**src/rtl/pio_pkg.sv**
```systemverilog
// Shared definitions for the multi-channel Avalon PIO: register indices,
// edge-type encodings and the per-channel register select type.
package pio_pkg;

  typedef logic [2:0] reg_sel_t;

  localparam reg_sel_t REG_DATA = 3'd0;
  localparam reg_sel_t REG_IN   = 3'd1;
  localparam reg_sel_t REG_MASK = 3'd2;
  localparam reg_sel_t REG_EDGE = 3'd3;
  localparam reg_sel_t REG_SET  = 3'd4;
  localparam reg_sel_t REG_CLR  = 3'd5;
  localparam reg_sel_t REG_DUTY = 3'd6;

  localparam int EDGE_RISE = 0;
  localparam int EDGE_FALL = 1;
  localparam int EDGE_ANY  = 2;

endpackage

```
**src/rtl/pio_channel.sv**
```systemverilog
// One PIO channel: output register with set/clear, input synchroniser, edge capture,
// IRQ mask and, when PIO_PWM_EN is defined, a per-channel PWM duty register.
module pio_channel
  import pio_pkg::*;
#(
  parameter int                DATA_W    = 8,
  parameter logic [DATA_W-1:0] OUT_RESET = '0,
  parameter int                EDGE_TYPE = EDGE_RISE
) (
  input  logic              clk,
  input  logic              reset_n,
`ifdef PIO_PWM_EN
  input  logic [7:0]        pwm_cnt,
`endif
  input  logic              wr_en,
  input  reg_sel_t          reg_sel,
  input  logic [31:0]       wdata,
  input  logic [3:0]        be,
  input  logic [DATA_W-1:0] pin,
  output logic [DATA_W-1:0] pout,
  output logic [31:0]       rd_data,
  output logic              irq_req
);

  logic [DATA_W-1:0] out_reg, mask_reg, edge_reg;
  logic [DATA_W-1:0] sync_meta, sync_q, hist_q;
  logic [DATA_W-1:0] be_mask, wd, det;

  assign wd = wdata[DATA_W-1:0];

  always_comb begin
    be_mask = '0;
    for (int i = 0; i < DATA_W; i++) be_mask[i] = be[i/8];
  end

  always_ff @(posedge clk or negedge reset_n) begin
    if (!reset_n) begin
      out_reg  <= OUT_RESET;
      mask_reg <= '0;
    end else if (wr_en) begin
      case (reg_sel)
        REG_DATA: out_reg  <= (out_reg & ~be_mask) | (wd & be_mask);
        REG_SET:  out_reg  <= out_reg | wd;
        REG_CLR:  out_reg  <= out_reg & ~wd;
        REG_MASK: mask_reg <= (mask_reg & ~be_mask) | (wd & be_mask);
        default: ;
      endcase
    end
  end

  // History resets to 0 so the synchroniser filling with 0 never looks like an edge.
  always_ff @(posedge clk or negedge reset_n) begin
    if (!reset_n) begin
      sync_meta <= '0;
      sync_q    <= '0;
      hist_q    <= '0;
    end else begin
      sync_meta <= pin;
      sync_q    <= sync_meta;
      hist_q    <= sync_q;
    end
  end

  always_comb begin
    case (EDGE_TYPE)
      EDGE_FALL: det = ~sync_q & hist_q;
      EDGE_ANY:  det = sync_q ^ hist_q;
      default:   det = sync_q & ~hist_q;
    endcase
  end

  // A fresh edge overrides a simultaneous write-one-to-clear.
  always_ff @(posedge clk or negedge reset_n) begin
    if (!reset_n) edge_reg <= '0;
    else if (wr_en && reg_sel == REG_EDGE) edge_reg <= (edge_reg & ~wd) | det;
    else edge_reg <= edge_reg | det;
  end

  assign irq_req = |(edge_reg & mask_reg);

`ifdef PIO_PWM_EN
  logic [7:0] duty_reg, duty_act;

  // The active duty only reloads on the 255 -> 0 wrap so periods are never torn.
  always_ff @(posedge clk or negedge reset_n) begin
    if (!reset_n) begin
      duty_reg <= 8'hFF;
      duty_act <= 8'hFF;
    end else begin
      if (wr_en && reg_sel == REG_DUTY && be[0]) duty_reg <= wdata[7:0];
      if (pwm_cnt == 8'hFF) duty_act <= duty_reg;
    end
  end

  assign pout = out_reg & {DATA_W{pwm_cnt < duty_act}};
`else
  assign pout = out_reg;
`endif

  always_comb begin
    case (reg_sel)
      REG_DATA: rd_data = 32'(out_reg);
      REG_IN:   rd_data = 32'(sync_q);
      REG_MASK: rd_data = 32'(mask_reg);
      REG_EDGE: rd_data = 32'(edge_reg);
`ifdef PIO_PWM_EN
      REG_DUTY: rd_data = 32'(duty_reg);
`endif
      default:  rd_data = '0;
    endcase
  end

endmodule

```
**src/rtl/avalon_pio_multi.sv**
```systemverilog
// Avalon-MM slave parallel I/O with NUM_CH channels of DATA_W bits each.
// Optional PWM output gating is enabled by defining PIO_PWM_EN.
module avalon_pio_multi
  import pio_pkg::*;
#(
  parameter int                NUM_CH    = 2,
  parameter int                DATA_W    = 8,
  parameter logic [DATA_W-1:0] OUT_RESET = '0,
  parameter int                EDGE_TYPE = EDGE_RISE,
  localparam int               ADDR_W    = $clog2(NUM_CH) + 3
) (
  input  logic                     clk,
  input  logic                     reset_n,
  input  logic [ADDR_W-1:0]        avs_address,
  input  logic                     avs_read,
  input  logic                     avs_write,
  input  logic [31:0]              avs_writedata,
  input  logic [3:0]               avs_byteenable,
  output logic [31:0]              avs_readdata,
  input  logic [NUM_CH*DATA_W-1:0] pio_in,
  output logic [NUM_CH*DATA_W-1:0] pio_out,
  output logic                     irq
);

  logic [ADDR_W-1:0] ch_field;
  reg_sel_t          reg_sel;
  logic [31:0]       ch_rd [NUM_CH];
  logic [NUM_CH-1:0] ch_irq;
  logic [31:0]       rd_mux;

  // Shifting rather than slicing keeps the NUM_CH == 1 case legal.
  assign ch_field = avs_address >> 3;
  assign reg_sel  = avs_address[2:0];

`ifdef PIO_PWM_EN
  logic [7:0] pwm_cnt;

  always_ff @(posedge clk or negedge reset_n) begin
    if (!reset_n) pwm_cnt <= '0;
    else pwm_cnt <= pwm_cnt + 8'd1;
  end
`endif

  for (genvar c = 0; c < NUM_CH; c++) begin : g_ch
    pio_channel #(
      .DATA_W   (DATA_W),
      .OUT_RESET(OUT_RESET),
      .EDGE_TYPE(EDGE_TYPE)
    ) u_ch (
      .clk    (clk),
      .reset_n(reset_n),
`ifdef PIO_PWM_EN
      .pwm_cnt(pwm_cnt),
`endif
      .wr_en  (avs_write && ch_field == ADDR_W'(c)),
      .reg_sel(reg_sel),
      .wdata  (avs_writedata),
      .be     (avs_byteenable),
      .pin    (pio_in[c*DATA_W +: DATA_W]),
      .pout   (pio_out[c*DATA_W +: DATA_W]),
      .rd_data(ch_rd[c]),
      .irq_req(ch_irq[c])
    );
  end

  // Channel indices beyond NUM_CH match nothing and read as 0.
  always_comb begin
    rd_mux = '0;
    for (int c = 0; c < NUM_CH; c++)
      if (ch_field == ADDR_W'(c)) rd_mux = ch_rd[c];
  end

  always_ff @(posedge clk or negedge reset_n) begin
    if (!reset_n) begin
      avs_readdata <= '0;
      irq          <= 1'b0;
    end else begin
      avs_readdata <= avs_read ? rd_mux : '0;
      irq          <= |ch_irq;
    end
  end

endmodule

```
**config.mk**
```make
export PLATFORM = sky130hd
export DESIGN_NAME = avalon_pio_multi
export DESIGN_NICKNAME = d
export VERILOG_FILES = /design/src/rtl/pio_pkg.sv /design/src/rtl/pio_channel.sv /design/src/rtl/avalon_pio_multi.sv
export SDC_FILE = /design/constraint.sdc
export NUM_CORES = 1
export LEC_CHECK = 0
export CELL_PAD_IN_SITES_DETAIL_PLACEMENT = 0
export CELL_PAD_IN_SITES_GLOBAL_PLACEMENT = 1
export CORE_MARGIN = 4
export CORE_UTILIZATION = 40
export DETAILED_ROUTE_END_ITERATION = 16
export HOLD_SLACK_MARGIN = 0.1
export PLACE_DENSITY_LB_ADDON = 0.1
export SYNTH_ARGS = -nofsm -noshare
export SYNTH_HDL_FRONTEND = slang
export SYNTH_SLANG_ARGS = --single-unit
```
**constraint.sdc**
```tcl
create_clock -name clk -period 2.6 [get_ports clk]
set_clock_uncertainty 0.2 [all_clocks]
set_input_delay 0.65 -clock clk [delete_from_list [all_inputs] [get_ports clk]]
set_output_delay 0.65 -clock clk [all_outputs]
set_load 0.02 [all_outputs]
```
==> results of run 1 <==
==> logic make-up (layout without fill, tap and decap cells) <==
family                 count (synthesis)  after routing
and+or+nand+nor                       46             46
buffers and inverters                 55            130
DFF                                  105            105
AOI/OAI and AO/OA                     96             96
muxes                                 32             32
other                                  1             24
==> critical path: stages <==
cell	delay, ns
clkdlybuf4s50_1	0.52
buf_4	0.20
nand3b_1	0.18
nor3_2	0.32
buf_4	0.23
nand2_1	0.07
a22o_1	0.19
==> final cells by class <==
cell class,instances,share of cell area (%)
repair buffers,96,16.7
well taps,136,3.15
flip-flops and latches,105,48.7
clock inverters,6,1.25
clock buffers,10,2.36
inverters,18,1.25
multi-input cells,198,26.6
==> how the worst max path moves through the flow <==
stage	cells past startpoint	start	slack, ns	end
5_1_grt	7	avs_address[0]	0.22	g_ch[0].u_ch.edge_reg[5]
3_3_place_gp	5	avs_address[0]	-0.19	register
4_1_cts	6	avs_address[0]	0.09	register
2_1_floorplan	6	avs_address[1]	0.65	register
6_report	7	avs_address[2]	0.29	g_ch[0].u_ch.edge_reg[5]
3_5_place_dp	6	avs_address[0]	-0.30	register
==> report_power, final <==
part           total, uW  internal [uW]  switching, uW
combinational        619            314            305
sequential          1880           1780            106
clock                993            449            544
total               3500           2540            955
==> cell usage after synthesis, types with 2 or more instances <==
cell type,instances
inv_2,2
nand2b_1,2
dfrtp_1,105
a31oi_1,7
buf_2,9
and3_1,2
a22oi_1,7
buf_4,25
nand3b_1,5
o21ai_0,18
nand2_1,24
mux2_2,24
a21oi_1,10
nor2b_1,2
nor3b_2,2
mux2i_1,7
inv_1,16
a221oi_1,7
nor3_2,2
clkbuf_1,2
a211oi_1,8
a22o_1,36
==> metal layers <==
metal | vias up | track usage (%) | part of all wire [%]
met2 | 72 | 27.4 | 48
met4 | 0 | 6.65 | 2.5
li1 | 1350 | - | -
met1 | 1474 | 22.8 | 45
met5 | - | 0 | 0
met3 | 20 | 4.18 | 4.5
==> repair_timing <==
item	4_1_cts	5_1_grt
endpoints found under the hold margin	39	0
gates resized for setup	0	1
endpoints found under the setup margin	0	2
hold buffers	1	0
==> through the flow <==
step / instances / total power [uW]
2_1_floorplan: 358 / 2240
3_3_place_gp: 552 / 2530
3_5_place_dp: 552 / 2540
4_1_cts: 569 / 3540
5_1_grt: 569 / 3670
6_report: 569 / 3500
==> out/metrics.cfg, run 1 <==
[timing]
min_period_ns=2.31
setup_ws_ns=0.288
max_freq_ghz=0.433
slew_viol_final=0
relSlewSlack_pct=63.4
finalHoldViolCount=0
setup_violations=0
holdWs_ns=0.142
setup-tns-final_ns=0
rsz0062_at_grt=false
tightest_slew_ns=0.549
fin_crit_sh_pct=88.9

[worst_setup_path]
r2r_end=irq
crit_path_end_kind=register
reg2reg_depth=3
critPathRequiredTime_ns=2.66
worstPathArrival_ns=2.37
worstSetupPathType=in2reg
crit_fanout=5
rrSetupSlack_ns=1.01
start_kind=input pin

[layout]
stdcell_area_um2=5400
syn_to_final_growth_pct=25.9
multi_input_area_um2=1440
fillers=968
final_cell_mix=105 x dfrtp_1, 56 x clkdlybuf4s50_1, 36 x a22o_1, 36 x buf_4
final_common_cell=dfrtp_1
diodes=0
seqCellArea_um2=2630
post-route-util_pct=52.0
drive_gt1_share_pct=20.8
nets=488

[drt]
vias_per_cell=5.12
wl_per_cell_um=18.2
drt_iter0_markers=137
ant_nets=0
drtPass1Iterations=5
routed_wl_um=10400
drc=0
vias=2916

[die]
die_h_um=112
core_um2=10400
num_rows=37
start_util_pct=41.3
die_w_um=112
die_area_um2=12400
pin_count=109

[placement]
place_congestion=0.794
hpwl_um=7380
place_ws_ns=-0.303
dpl_cell_area_um2=5190
io_buffers=57

[global_route]
antenna_found_initial=0
grt_first_pass_wirelength_um=16700
grt_max_degree=42
grt-ovfl-total=0
grt_pass1_vias=3078
grtUsageTotal_pct=17.2

[yosys]
ys_top_cells_by_area=dfrtp_1 61%, a22o_1 7.4%, mux2_2 6.3%
synthCells=335
synth_edf_count=0
synth_top_family_by_area=compound AO/OA/AOI/OAI gates
avgSynthCellArea_um2=12.8
syn_area_um2=4290
ys.flop_type=dfrtp_1
yosys.area.top_type=dfrtp_1
synth_compound_area_share_pct=16.8
async_flop_share_pct=100
synthMuxAreaShare_pct=8.47
ys_seq_elements=105
yosysWarnings=0
synth-xor-area-share_pct=0
synth_seq_area_share_pct=61.3
synthAdderAreaFrac_pct=0
synth_top_area_share_pct=61.3
synthDistinctLibCells=35
synth_simple_gate_area_share_pct=6.01

[power_and_ir_drop]
leakage_uw=0.00240
irDropWorstVdd_mv=0.361
powerDensity_nw_per_um2=648

[clock_network]
cts_max_level=3
cts.sinks=105
cts_tree=done
clockRootBuffer=clkbuf_8
clk_pin_slew_ns=0.10
clockBufferDepth=2
post_cts_buffers=0
cts-buffers-inserted=9
clk_latency_ns=0.37

[min_path]
min_path_type=reg2reg
holdPathStages=0
hold_start=g_ch[1].u_ch.sync_meta[1]
holdPathEnd=g_ch[1].u_ch.sync_q[1]

[outcome]
status=completed

[job]
drv_cap=0

No activity file was read; power rests on OpenSTA's default activity.
==> inputs of run 2 (changes only) <==
--- a/config.mk
+++ b/config.mk
@@ -7,7 +7,7 @@
 export LEC_CHECK = 0
 export CELL_PAD_IN_SITES_DETAIL_PLACEMENT = 0
 export CELL_PAD_IN_SITES_GLOBAL_PLACEMENT = 1
-export CORE_MARGIN = 4
+export CORE_MARGIN = 10
 export CORE_UTILIZATION = 40
 export DETAILED_ROUTE_END_ITERATION = 16
 export HOLD_SLACK_MARGIN = 0.1
==> out/metrics.cfg, run 2 (same netlist as run 1, synthesis figures left out) <==
[outcome]
status=completed

[die]
start_util_pct=41.3
num_rows=37
pin_count=109
core_um2=10400
die_area_um2=15300
die_h_um=124
die_w_um=124

[min_path]
holdPathStages=0
holdPathEnd=g_ch[1].u_ch.sync_q[1]
min_path_type=reg2reg
hold_start=g_ch[1].u_ch.sync_meta[1]

[placement]
hpwl_um=7920
place_ws_ns=-0.129
placed_cells=557
place_congestion=0.778
io_buffers=57

[timing]
relSlewSlack_pct=44.7
setup_ws_ns=0.154
max_freq_ghz=0.409
fin_crit_sh_pct=94.1
min_period_ns=2.45
finalHoldViolCount=0
tightest_slew_ns=0.827
setup_violations=0
rsz0062_at_grt=false
slew_viol_final=0

[worst_setup_path]
rrSetupSlack_ns=1.00
path_cells=clkdlybuf4s50_1 -> inv_2 -> a211oi_2 -> nor2b_1 -> a22o_1
critPathRequiredTime_ns=2.70
r2r_end=irq
worstSetupPathType=in2reg
cp_slowest_stage_delay_ns=0.70
crit_path_end_kind=register
crit_family=buffers and inverters
worstPathArrival_ns=2.55
start_kind=input pin
reg2reg_depth=3
crit_buf_inv=2
crit_fanout=8
critical-path-slowest-cell=nor2b_1

[global_route]
grt-ovfl-total=0
top_usage_layer=met2
grt_first_pass_wirelength_um=17200
grt_max_degree=56
grt_pass1_vias=3110
antenna_found_initial=0
met3_usage_pct=3.97
use_met1_pct=19.5
use_met2_pct=23.5
grtUsageTotal_pct=14.8

[drt]
vias_per_cell=5.12
ant_nets=0
routed_wl_um=10900
vias=2940
drtPass1Iterations=4
drc=0
wl_per_cell_um=19.0
drt_iter0_markers=171

[layout]
seqCellArea_um2=2630
layoutNonFillerInstCount=574
final_common_cell=dfrtp_1
syn_to_final_growth_pct=27.2
fillers=946
drive_gt1_share_pct=21.7
final_cell_mix=105 x dfrtp_1, 56 x clkdlybuf4s50_1, 41 x buf_4
multi_input_area_um2=1430
diodes=0
nets=493

[clock_network]
cts.sinks=105
clk_pin_slew_ns=0.10
cts_max_level=3
clockRootBuffer=clkbuf_8
clockBufferDepth=2
post_cts_buffers=0
cts-buffers-inserted=9
hold_buffers=1
cts_tree=done
clk_latency_ns=0.37
cts.repair.resized=0

[power_and_ir_drop]
irDropWorstVdd_mv=0.494
p_total_uw=3580
powerDensity_nw_per_um2=657
leakage_uw=0.00243

[job]
drv_cap=0

run 2: cell count changes in the layout (fill, tap and decap cells not counted), sizes merged:
cell    delta
buf        +5
clkinv     -1
clkbuf     +1
run 2: metrics by stage:
stage                     hold slack (ns)  TNS (ns)  util (%)  cell area [um2]
after global routing                0.165         0      52.6             5450
final                               0.146         0      52.6             5450
after global placement              0.132     -1.46      50.4             5230
after CTS                           0.157         0      52.6             5450
after floorplan                     0.131         0         -             4370
after detailed placement            0.135     -1.30      50.4             5230
run 2: metal layers:
metal | part of all wire, % | wire length, um
met5 | 0 | 0
met1 | 47 | 5090
met2 | 48 | 5240
met4 | 0.98 | 107
met3 | 4.5 | 489
run 2: area by class of cell:
type                    count  area share, %
flip-flops and latches    105           48.2
clock buffers              11           2.78
well taps                 136           3.12
multi-input cells         198           26.3
clock inverters             5           1.15
repair buffers            101           17.2
inverters                  18           1.24
run 2: worst max-delay path by stage:
stage / start / end / slack [ns] / depth (start not counted)
4_1_cts: avs_address[2] / register / 0.24 / 5
5_1_grt: avs_address[0] / register / 0.11 / 6
3_5_place_dp: avs_address[2] / register / -0.13 / 5
6_report: avs_address[2] / register / 0.15 / 5
3_3_place_gp: avs_address[0] / register / -0.15 / 6
2_1_floorplan: avs_address[1] / register / 0.65 / 6
run 2: where the power goes:
group,internal (uW),switching (uW),leakage (uW)
clock,503,562,0.000102
sequential,1780,106,0.00124
combinational,320,312,0.00109
==> inputs of run 3 (changes only) <==
--- a/config.mk
+++ b/config.mk
@@ -10,6 +10,7 @@
 export CORE_MARGIN = 10
 export CORE_UTILIZATION = 40
 export DETAILED_ROUTE_END_ITERATION = 16
+export DONT_BUFFER_PORTS = 1
 export HOLD_SLACK_MARGIN = 0.1
 export PLACE_DENSITY_LB_ADDON = 0.1
 export SYNTH_ARGS = -nofsm -noshare
==> out/metrics.cfg, run 3 (same netlist as run 1, synthesis figures left out) <==
[drt]
drc=0
routed_wl_um=10500
wl_per_cell_um=21.0
vias=2662
drtPass1Iterations=5
vias_per_cell=5.35
ant_nets=0
drt_iter0_markers=159

[clock_network]
cts_max_level=3
cts_tree=done
clk_latency_ns=0.36
clk_pin_slew_ns=0.10
hold_buffers=16
cts-buffers-inserted=9
cts.sinks=105
clockRootBuffer=clkbuf_8
clockBufferDepth=2
post_cts_buffers=0

[placement]
io_buffers=0
dpl_cell_area_um2=4370
place_congestion=0.746
hpwl_um=7250

[worst_setup_path]
critPathRequiredTime_ns=2.66
start_kind=input pin
worstSetupPathType=in2reg
critPathLaunch=avs_address[0]
worstPathArrival_ns=1.83
path_cells=nand2b_4 -> nor3b_2 -> nand3b_1 -> mux2_2
crit_path_end_kind=register
crit_fanout=31
critical-path-slowest-cell=nand3b_1
r2r_end=avs_readdata[6]
reg2reg_depth=3
cp_slowest_stage_delay_ns=0.42
rrSetupSlack_ns=1.02

[timing]
max_freq_ghz=0.563
relSlewSlack_pct=55.9
finalHoldViolCount=105
holdWs_ns=-0.229
min_period_ns=1.78
setup_violations=0
rsz0062_at_grt=false
slew_viol_final=0
tightest_slew_ns=0.656
setup-tns-final_ns=0
fin_crit_sh_pct=68.3

[global_route]
grt-ovfl-total=0
antenna_found_initial=0
grt_pass1_vias=2809
grtUsageTotal_pct=14.4
grt_max_degree=106
grt_first_pass_wirelength_um=16600

[outcome]
status=finished with violations
violations=negative hold slack

[layout]
final_cell_mix=105 x dfrtp_1, 36 x a22o_1, 24 x nand2_1, 24 x mux2_2, 24 x conb_1
diodes=0
nets=418
syn_to_final_growth_pct=10.7
stdcell_area_um2=4740
final_common_cell=dfrtp_1
drive_gt1_share_pct=16.0

[power_and_ir_drop]
leakage_uw=0.00210
powerDensity_nw_per_um2=705
irDropWorstVdd_mv=0.449

[die]
num_rows=37
die_h_um=124
pin_count=109
core_um2=10400
start_util_pct=41.3
die_area_um2=15300
die_w_um=124

[job]
drv_cap=0

[min_path]
min_path_type=in2async

==> run 3: changes by cell type in the layout (fill, tap and decap cells not counted) <==
cell,change
buf_12,-3
buf_4,-31
bufinv_16,+1
clkbuf_1,+2
clkbuf_8,-2
clkdlybuf4s50_1,-56
clkinvlp_4,-2
dlygate4sd3_1,+15
==> run 3: cell type report <==
class / instances / area, um2
tap: 136 / 170
sequential: 105 / 2630
clock buffer: 11 / 131
inverter: 18 / 67.6
timing repair buffer: 26 / 235
clock inverter: 4 / 77.6
multi-input combinational: 198 / 1430
fill: 991 / 5630
==> run 3: where the power goes <==
part | internal, uW | switching [uW]
clock | 544 | 530
combinational | 175 | 136
sequential | 1780 | 183
total | 2500 | 849
==> run 3: worst min-delay path by stage <==
stage / endpoint / depth (start not counted)
after CTS: g_ch[1].u_ch.edge_reg[5] / 0
after global placement: g_ch[1].u_ch.sync_q[5] / 0
after floorplan: g_ch[0].u_ch.sync_q[0] / 0
after global routing: async pin / 0
after detailed placement: g_ch[1].u_ch.sync_q[6] / 0
final: avs_readdata[2] / 0
==> run 3: repair_timing <==
| action | 4_1_cts | 5_1_grt |
|---|---|---|
| hold endpoints to repair | 121 | 105 |
| resized for setup | 0 | 0 |
| endpoints found under the setup margin | 0 | 0 |
==> run 3: per-stage QoR <==
stage / util, % / std cells / hold slack (ns) / total power [uW] / worst slack (ns)
after CTS: 45.7 / 498 / -0.258 / 3400 / 0.808
after floorplan: - / 358 / 0.131 / 2240 / 0.653
after global placement: 42.2 / 467 / 0.133 / 2280 / 0.431
after detailed placement: 42.2 / 467 / 0.135 / 2290 / 0.412
after global routing: 45.7 / 498 / -0.270 / 3510 / 0.739
final: 45.7 / 498 / -0.229 / 3340 / 0.825
==> run 3: critical path: cells and delay by family <==
kind          cells  cell delay (ns)
mux               1             0.42
simple gates      3             0.75
==> run 3: metal layers <==
metal | up-vias | routed length (um) | GRT usage, %
li1 | 1221 | - | -
met1 | 1380 | 4470 | 18.4
met2 | 59 | 5160 | 22.1
met3 | 2 | 796 | 5.10
met4 | 0 | 45 | 5.31
met5 | - | 0 | 0
